[src/rtl/fmul_issue_queue.sv]
// fmul_issue_queue: valid/ready wrapper around the fixed-latency, non-stalling
// FMul pipeline. Operands launch only when a result slot is guaranteed, so
// products leaving FMul are always captured into the result FIFO.
module fmul_issue_queue #(
  parameter int LAT   = 4,
  parameter int DEPTH = 8,
  localparam int CW   = $clog2(DEPTH + 1)
) (
  input  logic          clk,
  input  logic          rst,
  input  logic          in_valid,
  output logic          in_ready,
  input  logic [31:0]   in_a,
  input  logic [31:0]   in_b,
  input  logic          in_last,
  output logic [31:0]   mul_in1,
  output logic [31:0]   mul_in2,
  input  logic [31:0]   mul_out,
  output logic          out_valid,
  input  logic          out_ready,
  output logic [31:0]   out_data,
  output logic          out_last,
  output logic [CW-1:0] occupancy
);

  localparam int PW = (DEPTH > 1) ? $clog2(DEPTH) : 1;

  logic [LAT-1:0] vsr_q, vsr_d;
  logic [LAT-1:0] lsr_q, lsr_d;
  logic [PW-1:0]  wr_ptr_q, wr_ptr_d;
  logic [PW-1:0]  rd_ptr_q, rd_ptr_d;
  logic [CW-1:0]  count_q, count_d;
  logic [32:0]    mem_q [DEPTH];
  logic           issue;
  logic           push;
  logic           pop;

  // Pointers wrap explicitly so DEPTH need not be a power of two.
  function automatic logic [PW-1:0] ptr_inc(input logic [PW-1:0] p);
    return (p == PW'(DEPTH - 1)) ? '0 : p + 1'b1;
  endfunction

  // Credit: every in-flight product already owns a FIFO slot. in_ready is
  // built from registered state only, so out_ready never reaches it.
  assign occupancy = count_q + CW'($countones(vsr_q));
  assign in_ready  = ~rst & (occupancy < CW'(DEPTH));
  assign issue     = in_valid & in_ready;

  // Idle cycles present zeros to FMul rather than stale operands.
  assign mul_in1 = issue ? in_a : '0;
  assign mul_in2 = issue ? in_b : '0;

  assign push      = vsr_q[LAT-1];
  assign out_valid = (count_q != '0);
  assign pop       = out_valid & out_ready;

  // Head is masked when empty so the outputs read zero after reset.
  assign out_data = out_valid ? mem_q[rd_ptr_q][31:0] : '0;
  assign out_last = out_valid & mem_q[rd_ptr_q][32];

  // Next-state: shift the in-flight tags, advance pointers and count.
  always_comb begin
    // NOTE: every output of this block gets a default first, so no path leaves one unassigned (no latch).
    vsr_d    = vsr_q << 1;
    lsr_d    = lsr_q << 1;
    wr_ptr_d = wr_ptr_q;
    rd_ptr_d = rd_ptr_q;
    count_d  = count_q;

    vsr_d[0] = issue;
    lsr_d[0] = in_last;

    if (push) wr_ptr_d = ptr_inc(wr_ptr_q);
    if (pop)  rd_ptr_d = ptr_inc(rd_ptr_q);

    unique case ({push, pop})
      2'b10:   count_d = count_q + 1'b1;
      2'b01:   count_d = count_q - 1'b1;
      default: count_d = count_q;
    endcase
  end

  // Control state register; reset discards everything in flight.
  always_ff @(posedge clk) begin
    // NOTE: state registers use non-blocking assignment so all flops update from pre-edge values.
    if (rst) begin
      vsr_q    <= '0;
      lsr_q    <= '0;
      wr_ptr_q <= '0;
      rd_ptr_q <= '0;
      count_q  <= '0;
    end else begin
      vsr_q    <= vsr_d;
      lsr_q    <= lsr_d;
      wr_ptr_q <= wr_ptr_d;
      rd_ptr_q <= rd_ptr_d;
      count_q  <= count_d;
    end
  end

  // Result storage: capture {last, product} when the tagged slot exits FMul.
  always_ff @(posedge clk) begin
    // NOTE: the data array has no reset; validity is carried entirely by count_q.
    if (push) mem_q[wr_ptr_q] <= {lsr_q[LAT-1], mul_out};
  end

endmodule

[config.mk]
export PLATFORM = sky130hd
export DESIGN_NAME = fmul_issue_queue
export DESIGN_NICKNAME = d
export VERILOG_FILES = /design/src/rtl/fmul_issue_queue.sv
export SDC_FILE = /design/constraint.sdc
export NUM_CORES = 1
export LEC_CHECK = 0
export ABC_AREA = 1
export CORE_MARGIN = 2
export CORE_UTILIZATION = 58
export CTS_CLUSTER_SIZE = 24
export DETAILED_ROUTE_END_ITERATION = 12
export PLACE_DENSITY_LB_ADDON = 0.3
export SYNTH_ARGS = -nofsm -noshare
export SYNTH_HDL_FRONTEND = slang
export SYNTH_SLANG_ARGS = --single-unit
[constraint.sdc]
create_clock -name clk -period 8.1 [get_ports clk]
set_clock_uncertainty 0.2 [all_clocks]
set_input_delay 1.215 -clock clk [delete_from_list [all_inputs] [get_ports clk]]
set_output_delay 1.215 -clock clk [all_outputs]
set_load 0.005 [all_outputs]
==> Word level (Yosys, flattened, before mapping) <==
Memory sizes are Yosys's and may differ from the RTL's. A register that Yosys moved wholly into a read port is not among the register bits.
Index checks and enable logic that the tools add are counted.
{ "totals": {"mem_bits_rw": 264, "memories": 1, "elab_cells": 36, "output_inout_bits": 103, "regBits": 18, "input_bits": 101} }
{ "mem_list": {"columns": ["name", "words", "word_bits", "read_ports", "rd_ports_with_merged_regs", "write_ports", "line_no", "rtl"], "rows": [
  ["mem_q", 8, 33, 1, 1, 1, "33", "logic [32:0] mem_q [DEPTH];"]
]} }
{ "classes": {"magnitude_cmp": 1, "n_mux": 10, "add_sub_neg": 8, "n_reduce_logical": 2, "bitwise_logic": 5, "n_eq_ne": 4} }
{ "op_table": {"columns": ["op", "count"], "rows": [
  ["$mux W32", 3],
  ["$mux W3", 4],
  ["$pmux W4 S2", 1],
  ["$add A3 B1 Y3 const B", 2],
  ["$eq A3 B3 Y1 const B", 2],
  ["$add A1 B1 Y2", 2],
  ["$add A4 B1 Y4 const B", 1],
  ["$add A4 B3 Y4", 1],
  ["$and A1 B1 Y1", 4],
  ["$lt A4 B4 Y1 const B", 1],
  ["$reduce_bool A4 Y1", 1],
  ["$sub A4 B1 Y4 const B", 1],
  ["$add A2 B2 Y3", 1],
  ["$eq A2 B1 Y1 const B", 1],
  ["$eq A2 B2 Y1 const B", 1],
  ["$mux W1", 2],
  ["$reduce_bool A2 Y1", 1],
  ["$not A1 Y1", 1]
]} }

==> Logic depth before layout (Yosys ltp) <==
Gate-level depths: netlist of run 1.
{ "logic_depth": {"word_depth": 7, "ltp_mapped": 13, "depth_no_buf": 12} }

==> Least setup slack after synthesis of run 1 <==
OpenSTA, ideal clock, no wires.
{ "synth_timing": {"kind": "reg2out", "startpoint": "register vsr_q[3]", "endpoint": "output mul_in1[13]", "arrival_ps": 1933, "stages_incl_launch_ff": 10, "slack_ps": 4752, "required_time_ps": 6685, "path_buffers": 2, "cell_sequence": "dfxtp_1 > fa_1 > fa_1 > nand3_1 > nand3_1 > nand2_2 > nand3_2 > buf_6 > buf_12 > nor2_4"} }
{ "synth_via": {"elab_chain_cells": 7} }
{ "synth_rtl": {"columns": ["element", "line_no", "rtl"], "rows": [
  ["start: declaration", "28", "logic [LAT-1:0] vsr_q, vsr_d;"],
  ["start signal: assignment", "93", "vsr_q <= vsr_d;"],
  ["$add A1 B1 Y2 (implied by the code)", "45", "assign occupancy = count_q + CW'($countones(vsr_q));"],
  ["$add A2 B2 Y3 (implied by the code)", "45", null],
  ["$add A4 B3 Y4", "45", null],
  ["$lt A4 B4 Y1", "46", "assign in_ready = ~rst & (occupancy < CW'(DEPTH));"],
  ["$and A1 B1 Y1", "46", null],
  ["$and A1 B1 Y1", "47", "assign issue = in_valid & in_ready;"],
  ["$mux W32", "50", "assign mul_in1 = issue ? in_a : '0;"],
  ["end: declaration", "16", "output logic [31:0] mul_in1,"]
]} }
No other way between the ends.

==> Worst setup path after layout of run 1 <==
{ "layout_timing": {"startpoint": "input rst", "endpoint": "output mul_in1[16]"} }
{ "layout_via": {"elab_chain_cells": 4} }
{ "layout_rtl": {"columns": ["element", "line_no", "rtl"], "rows": [
  ["start: declaration", "10", "input logic rst,"],
  ["$not A1 Y1", "46", null],
  ["$and A1 B1 Y1", "46", null],
  ["$and A1 B1 Y1", "47", null],
  ["$mux W32", "50", null]
]} }
No other way between the ends.

==> qor.csv, run 1 <==
metric,value,unit
DIE AREA,23200,um^2
"count leader, synth",edfxtp_1,
Critical Path Fanout Max,42,
"FF+latch count, synth",285,
Hold Fails Final Rpt,0,
met2 WL,15100,um
detailed placer's ending HPWL,16600,um
cell internal pwr,3.20,mW
first-pass GRT wire length,46300,um
synthesized area per cell,10.5,um^2
"top cells by count, synth","edfxtp_1, nand2_1, nor2_1, inv_1, o21ai_0",
outcome,finished clean,
worst-margin pin slew,1.09,ns
largest net degree at the start of global routing,109,
Tmin final,5.61,ns
Synth Cell Area,12800,um^2
Sequential Power Share,0.353,
CP endpoint kind,primary output,
RSZ-0062 raised after global routing,false,
Synth area leader,edfxtp_1,
xor/xnor cell area share of the yosys netlist,0.00137,
Crit-path slowest cell,nand3_4,
grt total ovfl,0,
"Seq/Total Area, Yosys",0.653,
top-level I/O count,204,
Setup Buffers After CTS,0,
reg2reg setup slack,5.37,ns
net count reported at finish,1515,
core area,21800,um^2
fraction of layout cells with a size suffix above 1,0.0892,
gpl congestion,0.825,
Netlist cell types,26,
"Setup violations, final",0,
WL met3,2620,um
Clock Root Buffer,clkbuf_16,
crit path capture,mul_in1[16],
wire length on met1,10700,um
post-DR wirelength/cell,17.1,um
fraction of synthesized area in multiplexers,0,
R2R Path Start,vsr_q[3],
via count,8999,
cell row count,54,
Post-Syn Nets,1328,
sw frac,0.324,
Post-route DRC,0,
Max Used Layer,met4,
ys async rst share,0,
die height,152,um
Synth area leaders,"edfxtp_1, nand2_1, nor2_1",
Total Routed Length,29200,um
CTS Hold Bufs,0,
clock transition at the registers of the reported paths,0.06,ns
setup_tns,0,ns
CTS tree,yes,
I/O Buffers,203,
P_leak,6.25,nW
Worst Path Arrival,4.20,ns
Max Cap Violations,0,
Max transition margin,0.271,
most frequent CP cell,clkdlybuf4s50_1,
Switch Pwr,1.53,mW
die width,152,um
GRT Util Overall,0.250,
max-slew violation count,0,
Synth Area in Compound Gates,0.0446,
clock insertion delay at the later pin of the skew report,0.54,ns
Power Dens Cells,295,nW/um^2
Worst EP required,6.68,ns
1st-iter DRT viols,810,
Max Buffers Root-to-Sink,3,
Final Cycle Share,0.693,
Synth top area share,0.620,
ANT nets after route,0,
R2R cell count,7,
Clk pwr share,0.298,
initial core utilization,0.587,
ys flop type,edfxtp_1,
largest family of logic cells by synthesized area,simple AND/OR/NAND/NOR gates,
initial antenna violation count,1,
H-tree levels,1,
DRT Pass-1 Iters,5,
Fmax,0.178,GHz
post-synthesis adder-cell area fraction,0.0141,
area growth from synthesis to layout,25.1,%
FF-to-FF End,vsr_q[0],
"Warnings, synthesis",0,
Logic pwr share,0.348,
via density per instance,5.28,
clock sink count,285,
WS Path Type,primary input to primary output,
startpoint types,primary input,
"Critical Path, Cell by Cell",clkdlybuf4s50_1 -> inv_1 -> nand3_4 -> buf_4 -> nor2_4 -> clkdlybuf4s50_1,
"slowest stage delay, CP",0.70,ns
crit path from,rst,
Mapped Cells,1215,
worst vdd ir,0.000211,V
post-layout util,0.735,
number of global-route vias before repair,9227,
simple-gate share of the synthesized area,0.208,
post-CTS sizing,0,
Min-Delay Path Class,flip-flop to flip-flop,
number of synthesized flops with an enable pin,264,
CTS buffer count,28,
[layer usage]
| layer | vias to the layer above | global-route usage |
|---|---|---|
| met4 | 0 | 0.0988 |
| met1 | 4182 | 0.298 |
| met2 | 458 | 0.452 |
| li1 | 4300 | - |
| met5 | - | 0 |
| met3 | 59 | 0.0469 |
[sequential cells by signal (all words and copies together) (netlist names), named ones only]
register / flops
rd_ptr_q: 3
wr_ptr_q: 3
count_q: 4
vsr_q: 4
lsr_q: 4
mem_q: 264
[logic make-up (layout without fill, tap and decap cells)]
logic type | Yosys count | in the layout
XOR/XNOR | 2 | 2
buffers and inverters | 222 | 431
adder cells (fa/ha/maj) | 12 | 12
AO/OA/AOI/OAI | 114 | 114
AND/OR/NAND/NOR | 580 | 580
other | 0 | 1
flip-flops | 285 | 285
[power groups by stage]
stage	Combinational (mW)	Sequential, mW	Clock [mW]
6_report	1.65	1.67	1.41
5_1_grt	1.83	1.67	1.48
4_1_cts	1.66	1.67	1.42
3_5_place_dp	1.64	1.70	0
3_3_place_gp	1.61	1.70	0
2_1_floorplan	0.960	1.68	0
[worst max-delay path: cells and delay by family]
| kind | cells | cell delay [ns] |
|---|---|---|
| simple gates | 2 | 0.86 |
| buf+inv | 4 | 2.09 |
[worst min-delay path by stage]
stage	start	endpoint	depth (start not counted)
floorplan	lsr_q[0]	lsr_q[1]	2
global placement	lsr_q[1]	lsr_q[2]	2
global route	lsr_q[2]	lsr_q[3]	2
detailed placement	lsr_q[1]	lsr_q[2]	2
CTS	lsr_q[1]	lsr_q[2]	2
finish	lsr_q[2]	lsr_q[3]	2
[final cells by class]
type / count / area (um^2)
flip-flops and latches: 285 / 8350
well taps: 280 / 350
diodes: 1 / 2.50
repair buffers: 219 / 2160
clock inverters: 23 / 319
clock buffers: 29 / 704
inverters: 160 / 602
fillers: 1434 / 5760
multi-input cells: 708 / 3500
[through the flow]
| stage | area [um^2] | hold WS, ns | std cells | power, mW | setup slack, ns |
|---|---|---|---|---|---|
| global route | 16000 | 0.241 | 1705 | 4.98 | 2.30 |
| global placement | 15000 | 0.190 | 1652 | 3.31 | 2.54 |
| finish | 16000 | 0.234 | 1705 | 4.72 | 2.49 |
| detailed placement | 15000 | 0.208 | 1652 | 3.34 | 2.48 |
| CTS | 16000 | 0.233 | 1704 | 4.74 | 2.46 |
| floorplan | 12800 | 0.188 | 1215 | 2.64 | 4.75 |
[cell usage in the layout (no fill, tap or decap)]
master           instances
ha_1                     8
buf_4                   15
inv_2                    1
a21oi_1                 11
or2_2                    1
fa_1                     4
nand2_2                  1
buf_12                   1
nor2_4                  57
o21ai_0                 76
clkdlybuf4s50_1        203
clkbuf_1                 1
nand3b_1                 2
diode_2                  1
dfxtp_1                 19
inv_1                  158
nor2_1                 191
clkbuf_16               28
clkinvlp_4               3
nand3_4                  1
inv_6                    1
nand3_1                 73
dfxtp_2                  1
xnor2_1                  2
dfxtp_4                  1
bufinv_16                7
clkinv_8                 2
nand2_1                252
and2_1                   1
nand4_1                  1
o21ai_1                 27
clkinv_1                 4
edfxtp_1               264
clkinv_2                 7
No activity file was read; power rests on OpenSTA's default activity.
==> run 2, diff against run 1 <==
CORE_UTILIZATION = 54   (was 58)
clock period = 5.2 ns   (was 8.1 ns; I/O delays follow)
==> qor.csv, run 2 (synthesis results as in run 1) <==
metric,value,unit
Setup Buffers After CTS,0,
CP top delay family,buffers and inverters,
crit path from,vsr_q[3],
R2R Path Start,count_q[1],
Largest register FFs,264,
Buf/Inv on CP,2,
grt total ovfl,0,
Worst EP required,4.22,ns
DRT Pass-1 Iters,5,
R2R cell count,10,
cell row count,56,
initial antenna violation count,2,
outcome,finished clean,
ANT cells,0,
M1 GR Usage,0.293,
die width,158,um
post-DR wirelength/cell,16.6,um
via count,8977,
top-level I/O count,204,
first-pass GRT wire length,44900,um
area growth from synthesis to layout,24.4,%
Crit path depth,9,
Min-Delay Path Class,flip-flop to flip-flop,
Total Routed Length,29000,um
CP endpoint kind,primary output,
max-slew violation count,0,
crit path capture,mul_in2[6],
GRT Util Overall,0.232,
I/O Buffers,203,
"Critical Path, Cell by Cell",fa_1 -> fa_1 -> nand3_1 -> nand3_1 -> nand2_2 -> nand3_4 -> buf_12 -> nor2_4 -> clkdlybuf4s50_1,
net count reported at finish,1521,
WS Path Type,flip-flop to primary output,
clock transition at the registers of the reported paths,0.06,ns
largest net degree at the start of global routing,107,
Tmin final,4.48,ns
CTS buffer count,29,
clock insertion delay at the later pin of the skew report,0.53,ns
"slowest stage delay, CP",0.51,ns
Max transition margin,0.278,
fraction of layout cells with a size suffix above 1,0.0874,
"commonest non-fill, non-tap cell in the layout",edfxtp_1,
Max Buffers Root-to-Sink,3,
Hold Fails Final Rpt,0,
reg2reg setup slack,2.37,ns
gpl congestion,0.778,
"Setup violations, final",0,
most frequent cells in the layout,"edfxtp_1, nand2_1, clkdlybuf4s50_1",
ANT nets after route,0,
initial core utilization,0.548,
1st-iter DRT viols,862,
WHS,0.221,ns
detailed placer's ending HPWL,16700,um
post-CTS sizing,0,
core area,23300,um^2
CTS tree,yes,
worst-margin pin slew,1.08,ns
clock sink count,285,
die height,158,um
CTS Hold Bufs,0,
post-layout util,0.682,
setup_tns,0,ns
Fmax,0.223,GHz
Post-route DRC,0,
Top reg by flops,mem_q,
GRT Max-Usage Layer,met2,
worst vdd ir,0.000288,V
RSZ-0062 raised after global routing,false,
DIE AREA,24900,um^2
Final Cycle Share,0.861,
FF-to-FF End,count_q[2],
Critical Path Fanout Max,29,
P_leak,6.21,nW
Crit-path slowest cell,clkdlybuf4s50_1,
via density per instance,5.13,
met2 Use GR,0.407,
number of global-route vias before repair,8845,
Max Cap Violations,0,
GR Layer Usage met3,0.0495,
Clock Root Buffer,clkbuf_16,
Worst Path Arrival,3.50,ns
startpoint types,flip-flop,
Power Dens Cells,443,nW/um^2
H-tree levels,1,
run 2: how the worst min path moves through the flow:
stage	start	endpoint	slack [ns]	cells after the start
floorplan	lsr_q[0]	lsr_q[1]	0.19	2
global placement	lsr_q[1]	lsr_q[2]	0.19	2
detailed placement	lsr_q[0]	lsr_q[1]	0.21	2
CTS	lsr_q[0]	lsr_q[1]	0.22	2
global route	lsr_q[0]	lsr_q[1]	0.24	2
finish	lsr_q[1]	lsr_q[2]	0.22	2
run 2: cell type report:
class	instances	area, um^2
inverters	160	603
repair buffers	224	2200
well taps	319	399
flip-flops and latches	285	8350
clock buffers	39	783
fillers	1657	7430
clock inverters	14	67.6
multi-input cells	708	3500
run 2: worst register-to-register path, cell delays in order, from the launching register on:
cell     delay [ns]
dfxtp_1        0.42
inv_1          0.15
nand4_1        0.12
buf_4          0.50
and2_1         0.24
ha_1           0.23
inv_1          0.10
fa_1           0.39
xnor2_1        0.14
o21ai_0        0.18
inv_1          0.06
run 2: through the flow:
stage	total power [mW]	cell area, um^2	cells	worst slack [ns]
after floorplan	4.11	12800	1215	2.29
after detailed placement	5.21	15100	1696	1.19
after CTS	7.07	15900	1749	0.676
after global routing	7.45	15900	1749	0.484
final	7.04	15900	1749	0.721
after global placement	5.17	15100	1696	1.23
run 2: report_power, final:
part           switching [mW]  total, mW  internal (mW)  leakage (nW)
Sequential             0.0586       2.61           2.55          2.55
Combinational            1.48       2.57           1.09          3.23
Clock                   0.809       1.86           1.05         0.425
Total                    2.35       7.04           4.69          6.21
run 2: metal layers:
layer,vias up,part of all wire
li1,4324,-
met5,-,0.00045
met1,4191,0.38
met4,2,0.023
met2,399,0.51
met3,61,0.089
